`src/rtl/axi_test_pkg.sv`:
```
`default_nettype none
// ============================================================================
// Module   : axi_test_pkg
// Purpose  : Shared definitions for the AXI4 pattern test master: pattern
//            mode encodings, FSM state type and the per-beat pattern function.
// Revision : 1.0 - initial release
// ============================================================================
package axi_test_pkg;

  localparam logic [1:0] PAT_INCR = 2'd0;
  localparam logic [1:0] PAT_INV  = 2'd1;
  localparam logic [1:0] PAT_WALK = 2'd2;
  localparam logic [1:0] PAT_SEED = 2'd3;

  typedef enum logic [2:0] {
    ST_IDLE = 3'd0,
    ST_AW   = 3'd1,
    ST_W    = 3'd2,
    ST_B    = 3'd3,
    ST_AR   = 3'd4,
    ST_R    = 3'd5,
    ST_DONE = 3'd6
  } state_e;

  // 32-bit pattern word for one beat. walk_idx is the beat index already
  // reduced modulo the data width; positions beyond bit 31 yield zero.
  function automatic logic [31:0] pattern_word(input logic [1:0]  mode,
                                               input logic [31:0] addr,
                                               input logic [7:0]  walk_idx,
                                               input logic [31:0] seed);
    logic [31:0] word;
    case (mode)
      PAT_INCR: word = addr;
      PAT_INV:  word = ~addr;
      PAT_WALK: word = (walk_idx < 8'd32) ? (32'd1 << walk_idx[4:0]) : 32'd0;
      default:  word = addr ^ seed;
    endcase
    return word;
  endfunction

endpackage
`default_nettype wire

```
`src/rtl/axi_test_pattern_gen.sv`:
```
`default_nettype none
// ============================================================================
// Module   : axi_test_pattern_gen
// Purpose  : Registered pattern word generator shared by the write and the
//            read-compare datapaths.
// Ports    : clk, rst          - clock, synchronous active-high reset
//            addr, beat        - byte address / in-burst index of the beat
//                                the word is wanted for on the next cycle
//            mode, seed        - pattern select and seed
//            data              - registered pattern word (D_WIDTH bits)
// Revision : 1.0 - initial release
// ============================================================================
module axi_test_pattern_gen
  import axi_test_pkg::*;
#(
  parameter int A_WIDTH_TEST = 12,
  parameter int D_WIDTH      = 16
) (
  input  logic                    clk,
  input  logic                    rst,
  input  logic [A_WIDTH_TEST-1:0] addr,
  input  logic [7:0]              beat,
  input  logic [1:0]              mode,
  input  logic [31:0]             seed,
  output logic [D_WIDTH-1:0]      data
);

  // D_WIDTH is a power of two, so the modulo is a mask (capped at 8 bits).
  localparam int WALK_MOD = (D_WIDTH < 256) ? D_WIDTH : 256;

  logic [7:0]         w_walk_idx;
  logic [31:0]        w_word;
  logic [D_WIDTH-1:0] data_d;
  logic [D_WIDTH-1:0] data_q;

  assign w_walk_idx = beat & 8'(WALK_MOD - 1);
  assign w_word     = pattern_word(mode, 32'(addr), w_walk_idx, seed);

  // 32-bit word truncated to narrow buses, replicated across wide ones.
  generate
    if (D_WIDTH < 32) begin : g_trunc
      logic unused_hi;
      assign unused_hi = ^w_word[31:D_WIDTH];
      assign data_d    = w_word[D_WIDTH-1:0];
    end else begin : g_repl
      for (genvar gi = 0; gi < D_WIDTH; gi++) begin : g_bit
        assign data_d[gi] = w_word[gi % 32];
      end
    end
  endgenerate

  always_ff @(posedge clk) begin
    if (rst) data_q <= '0;
    else     data_q <= data_d;
  end

  assign data = data_q;

endmodule
`default_nettype wire

```
`src/rtl/axi_pattern_test_master.sv`:
```
`default_nettype none
// ============================================================================
// Module   : axi_pattern_test_master
// Purpose  : AXI4 traffic master for DDR controller self-test. Writes the
//            test region in bursts with a selectable pattern, reads it back
//            and compares, logging error flag, saturating count and first
//            failing address.
// Ports    : clk, rst                    - clock, sync active-high reset
//            start, mode, seed           - run control (start is a pulse)
//            busy, done, error,
//            error_cnt, first_err_addr   - run status / error log
//            aw*, w*, b*, ar*, r*        - AXI4 master channels
// Revision : 1.0 - initial release
// ============================================================================
module axi_pattern_test_master
  import axi_test_pkg::*;
#(
  parameter int         A_WIDTH      = 26,
  parameter int         D_WIDTH      = 16,
  parameter int         D_LEVEL      = 1,
  parameter int         A_WIDTH_TEST = 12,
  parameter logic [7:0] WBURST_LEN   = 8'd7,
  parameter logic [7:0] RBURST_LEN   = 8'd7,
  parameter int         ECNT_W       = 16
) (
  input  logic               clk,
  input  logic               rst,
  input  logic               start,
  input  logic [1:0]         mode,
  input  logic [31:0]        seed,
  output logic               busy,
  output logic               done,
  output logic               error,
  output logic [ECNT_W-1:0]  error_cnt,
  output logic [A_WIDTH-1:0] first_err_addr,
  output logic               awvalid,
  input  logic               awready,
  output logic [A_WIDTH-1:0] awaddr,
  output logic [7:0]         awlen,
  output logic               wvalid,
  input  logic               wready,
  output logic               wlast,
  output logic [D_WIDTH-1:0] wdata,
  input  logic               bvalid,
  output logic               bready,
  output logic               arvalid,
  input  logic               arready,
  output logic [A_WIDTH-1:0] araddr,
  output logic [7:0]         arlen,
  input  logic               rvalid,
  output logic               rready,
  input  logic               rlast,
  input  logic [D_WIDTH-1:0] rdata
);

  localparam int WB_BYTES = (int'(WBURST_LEN) + 1) << D_LEVEL;
  localparam int RB_BYTES = (int'(RBURST_LEN) + 1) << D_LEVEL;
  // A burst covering the whole region truncates to 0: base wraps at once.
  localparam logic [A_WIDTH_TEST-1:0] C_WB_STEP = WB_BYTES[A_WIDTH_TEST-1:0];
  localparam logic [A_WIDTH_TEST-1:0] C_RB_STEP = RB_BYTES[A_WIDTH_TEST-1:0];

  state_e                  state_q, state_d;
  logic [A_WIDTH_TEST-1:0] base_q, base_d;
  logic [7:0]              beat_q, beat_d;
  logic [1:0]              mode_q, mode_d;
  logic [31:0]             seed_q, seed_d;
  logic                    error_q, error_d;
  logic [ECNT_W-1:0]       ecnt_q, ecnt_d;
  logic [A_WIDTH_TEST-1:0] ferr_q, ferr_d;

  logic [A_WIDTH_TEST-1:0] w_addr_q;
  logic [A_WIDTH_TEST-1:0] w_addr_d;
  logic [A_WIDTH_TEST-1:0] w_wbase_inc;
  logic [A_WIDTH_TEST-1:0] w_rbase_inc;
  logic [D_WIDTH-1:0]      w_pat;
  logic                    w_rbeat;
  logic                    w_mismatch;

  assign w_addr_q    = base_q + A_WIDTH_TEST'(32'(beat_q) << D_LEVEL);
  assign w_addr_d    = base_d + A_WIDTH_TEST'(32'(beat_d) << D_LEVEL);
  assign w_wbase_inc = base_q + C_WB_STEP;
  assign w_rbase_inc = base_q + C_RB_STEP;

  // Fed with next-state pointers so w_pat always matches the current beat.
  axi_test_pattern_gen #(
    .A_WIDTH_TEST (A_WIDTH_TEST),
    .D_WIDTH      (D_WIDTH)
  ) u_pattern_gen (
    .clk  (clk),
    .rst  (rst),
    .addr (w_addr_d),
    .beat (beat_d),
    .mode (mode_d),
    .seed (seed_d),
    .data (w_pat)
  );

  assign w_rbeat    = (state_q == ST_R) && rvalid;
  assign w_mismatch = w_rbeat &&
                      ((rdata != w_pat) || (rlast != (beat_q == RBURST_LEN)));

  always_comb begin
    state_d = state_q;
    base_d  = base_q;
    beat_d  = beat_q;
    mode_d  = mode_q;
    seed_d  = seed_q;
    error_d = error_q;
    ecnt_d  = ecnt_q;
    ferr_d  = ferr_q;

    case (state_q)
      ST_IDLE, ST_DONE: begin
        if (start) begin
          state_d = ST_AW;
          base_d  = '0;
          beat_d  = 8'd0;
          mode_d  = mode;
          seed_d  = seed;
          error_d = 1'b0;
          ecnt_d  = '0;
          ferr_d  = '0;
        end
      end
      ST_AW: if (awready) state_d = ST_W;
      ST_W: begin
        if (wready) begin
          if (beat_q == WBURST_LEN) begin
            beat_d  = 8'd0;
            state_d = ST_B;
          end else begin
            beat_d = beat_q + 8'd1;
          end
        end
      end
      ST_B: begin
        if (bvalid) begin
          base_d  = w_wbase_inc;
          // Base wrapping to zero means the whole region has been written.
          state_d = (w_wbase_inc == '0) ? ST_AR : ST_AW;
        end
      end
      ST_AR: if (arready) state_d = ST_R;
      ST_R: begin
        if (rvalid) begin
          if (beat_q == RBURST_LEN) begin
            beat_d  = 8'd0;
            base_d  = w_rbase_inc;
            state_d = (w_rbase_inc == '0) ? ST_DONE : ST_AR;
          end else begin
            beat_d = beat_q + 8'd1;
          end
        end
      end
      default: state_d = ST_IDLE;
    endcase

    if (w_mismatch) begin
      error_d = 1'b1;
      if (ecnt_q != {ECNT_W{1'b1}}) ecnt_d = ecnt_q + ECNT_W'(1);
      if (!error_q) ferr_d = w_addr_q;
    end
  end

  always_ff @(posedge clk) begin
    if (rst) begin
      state_q <= ST_IDLE;
      base_q  <= '0;
      beat_q  <= 8'd0;
      mode_q  <= PAT_INCR;
      seed_q  <= 32'd0;
      error_q <= 1'b0;
      ecnt_q  <= '0;
      ferr_q  <= '0;
    end else begin
      state_q <= state_d;
      base_q  <= base_d;
      beat_q  <= beat_d;
      mode_q  <= mode_d;
      seed_q  <= seed_d;
      error_q <= error_d;
      ecnt_q  <= ecnt_d;
      ferr_q  <= ferr_d;
    end
  end

  assign busy           = (state_q != ST_IDLE) && (state_q != ST_DONE);
  assign done           = (state_q == ST_DONE);
  assign error          = error_q;
  assign error_cnt      = ecnt_q;
  assign first_err_addr = A_WIDTH'(ferr_q);

  assign awvalid = (state_q == ST_AW);
  assign awaddr  = A_WIDTH'(base_q);
  assign awlen   = WBURST_LEN;
  assign wvalid  = (state_q == ST_W);
  assign wlast   = (state_q == ST_W) && (beat_q == WBURST_LEN);
  assign wdata   = w_pat;
  assign bready  = (state_q == ST_B);
  assign arvalid = (state_q == ST_AR);
  assign araddr  = A_WIDTH'(base_q);
  assign arlen   = RBURST_LEN;
  assign rready  = (state_q == ST_R);

endmodule
`default_nettype wire

```
`config.mk`:
```
export PLATFORM = sky130hd
export DESIGN_NAME = axi_pattern_test_master
export DESIGN_NICKNAME = d
export VERILOG_FILES = /design/src/rtl/axi_test_pkg.sv /design/src/rtl/axi_test_pattern_gen.sv /design/src/rtl/axi_pattern_test_master.sv
export SDC_FILE = /design/constraint.sdc
export NUM_CORES = 1
export LEC_CHECK = 0
export CAP_MARGIN = 0
export CORE_ASPECT_RATIO = 0.7
export CORE_MARGIN = 5
export CORE_UTILIZATION = 40
export CTS_BUF_LIST = sky130_fd_sc_hd__clkbuf_16
export DETAILED_ROUTE_END_ITERATION = 10
export PLACE_DENSITY = 0.71
export SLEW_MARGIN = 20
export SYNTH_ARGS = -nofsm -noshare
export SYNTH_HDL_FRONTEND = slang
export SYNTH_SLANG_ARGS = --single-unit
```
`constraint.sdc`:
```
create_clock -name clk -period 10.05 [get_ports clk]
set_clock_uncertainty 0.2 [all_clocks]
set_input_delay 2.01 -clock clk [delete_from_list [all_inputs] [get_ports clk]]
set_output_delay 2.01 -clock clk [all_outputs]
set_load 0.03 [all_outputs]
```
==> out/qor.yml <==
status: "completed"
yosysSeqAreaShare_pct: 29.2
fmax_mhz: 166
crit_path_end_kind: "flip-flop"
post_cts_buffers: 0
grt_pass1_wl_um: 24500
p_comb_share_pct: 23.1
area_growth_pct: 22.2
period_share_pct: 59.9
numClockSinks: 86
drv_slew: 0
synth_area_sq_um: 5900
clkSlewWorstSetupHoldPaths_ns: 0.07
setup.worst_path.start_class: "input port"
root_buffer: "clkbuf_16"
ant_nets: 0
h-tree-depth: 3
cts_buffers: 9
setup_tns_ns: 0
setup_viol: 0
rows: 37
tightest_slew_ns: 0.924
cts_resized: 0
max-slew-margin-rel_pct: 38.4
p_int_mw: 0.627
synth.area.top_cells: "dfxtp_1, buf_4, nor2_1"
whs_ns: 0.262
synth_top_area_share_pct: 29.2
hold_class: "flip-flop to flip-flop"
synth_cell_types: 63
postSynthCellCount: 760
cts_tree: "done"
p_clk_share_pct: 37.0
start_util_pct: 40.5
period_needed_ns: 6.02
ys_ff_latch: 86
leakagePower_nw: 2.88
rsz0062_at_grt: "false"
postCtsHoldBufs: 0
io_pins: 194
hpwl_um: 11900
total_power_mw: 0.926
critPathArrivalTime_ns: 5.99
peakVddDrop_mv: 0.0825
seq_area_sq_um: 1720
grt_usage_pct: 17.0
multiInputGateArea_sq_um: 3630
chipHeight_um: 112
synth_warnings: 0
place_congestion: 0.853
placedCellCount: 1033
fp.dieW_um: 155
path_max_fanout: 8
fin_nets: 930
hold_viol: 0
path_class: "input port to flip-flop"
remaining_drc_errors: 0
cap_violations: 0
drt-total-wl_um: 15600
drive_gt1_share_pct: 4.68
drt_first_iter_violations: 350
fin_util_pct: 49.4
ys.flop_type: "dfxtp_1"
grt_remaining_overflow: 0
wl_per_cell_um: 14.9
grt_pass1_vias: 4605
antenna_found_initial: 0
seq_power_share_pct: 40.0
die_area_sq_um: 17300
async_flop_share_pct: 0
fin_cells: 1049
drt_first_pass_iters: 5
grt_max_degree: 87
core_area_sq_um: 14600
avgSynthCellArea_sq_um: 7.77
swShare_pct: 32.3
clock_latency_ns: 0.34
synth_top_cell_by_area: "dfxtp_1"
synth-edff-count: 0
cp.required_ns: 10.02
portBuffers: 119
via_per_inst: 5.14
num_vias: 5388
fillCellCount: 1453
diodes: 0
power.density_nw_per_um2: 128
clk_path_buf_depth: 2
p_sw_mw: 0.299
synth_stat cells, types with 11 or more instances:
master and number:
xnor2_1 21, xor2_1 22, nand2_1 69, buf_4 70
and2_1 11, o21ai_0 35, inv_1 25, ha_1 20
a31oi_1 12, a21oi_1 53, nand3_1 29, mux2i_1 28
dfxtp_1 86, nor2_1 82, nor2b_1 19, nor3_1 23
and3_1 13, clkbuf_1 19
cells by family after synthesis:
logic type | share of synthesized area [%]
compound gates | 16.7
other cells | 0.127
mux | 5.32
flops | 29.2
simple gates | 24.5
buf+inv | 12.9
fa+ha+maj | 4.92
xor+xnor | 6.38
layer usage:
metal	track usage [%]	wire length (um)	vias to the layer above	share of wire [%]
met5	0	0	-	0
met4	2.10	77	0	0.49
met3	4.04	1220	12	7.8
met2	24.8	6760	204	43
met1	26.0	7550	2465	48
li1	-	-	2707	-
cell usage in the layout (no fill, tap or decap), types with 4 or more instances in the layout:
cell type          n
clkdlybuf4s50_1  118
nand3_1           29
nand4_1            7
o211ai_1           7
nor3_1            23
xor2_1            22
nor2_1            82
nand2b_1           6
nor4_1             6
ha_1              20
a211oi_1           6
inv_1             25
or2_2              5
and3_1            13
mux2i_1           28
and2_1            11
clkbuf_16          9
xnor2_1           21
a31oi_1           12
a21oi_1           53
dfxtp_1           86
buf_4              4
a21o_1             6
conb_1            58
or3_1              4
nor2b_1           19
nand2_1           69
a22oi_1            4
o21ai_0           35
flip-flops by register name, summed over array words and instances (netlist names):
signal	cells
mode_q	2
seed_q	16
u_pattern_gen.data	16
state_q	3
beat_q	8
ferr_q	12
base_q	12
error_cnt	16
error	1
power by group through the flow:
| stage | Sequential [mW] | Clock (mW) | Combinational [mW] |
|---|---|---|---|
| 2_1_floorplan | 0.386 | 0 | 0.155 |
| 4_1_cts | 0.370 | 0.351 | 0.212 |
| 6_report | 0.370 | 0.343 | 0.214 |
| 3_3_place_gp | 0.378 | 0 | 0.211 |
| 5_1_grt | 0.372 | 0.363 | 0.230 |
| 3_5_place_dp | 0.378 | 0 | 0.211 |
layout make-up:
cell class,instances,area share [%]
Tap cell,195,3.38
Sequential cell,86,23.9
Timing Repair Buffer,123,16.9
Clock inverter,7,1.11
Clock buffer,9,3.12
Inverter,25,1.30
Multi-Input combinational cell,604,50.3
worst max-delay path, stage by stage:
cell             delay (ns)
clkdlybuf4s50_1        0.55
and4b_1                0.42
a211oi_4               0.13
a22oi_1                0.42
inv_1                  0.24
fa_1                   0.50
a21o_1                 0.21
o32ai_1                0.35
a21oi_1                0.20
mux2i_1                0.16
a311oi_1               0.43
mux2i_1                0.26
o32ai_1                0.11
worst paths after layout:
kind	cells past startpoint	to	start	slack, ns
setup reg to reg	14	u_pattern_gen.data[9]	beat_q[1]	5.34
setup / recovery	13	u_pattern_gen.data[9]	rvalid	4.03
hold reg to reg	2	ferr_q[8]	ferr_q[8]	0.26
hold / removal	2	ferr_q[8]	ferr_q[8]	0.26
metrics by stage:
stage,area [sq um],setup WS [ns]
finish,7210,4.03
CTS,7210,4.09
global route,7210,3.72
global placement,6910,3.75
detailed placement,6910,3.74
floorplan,6110,4.42
Power figures use the tool's default switching activity.
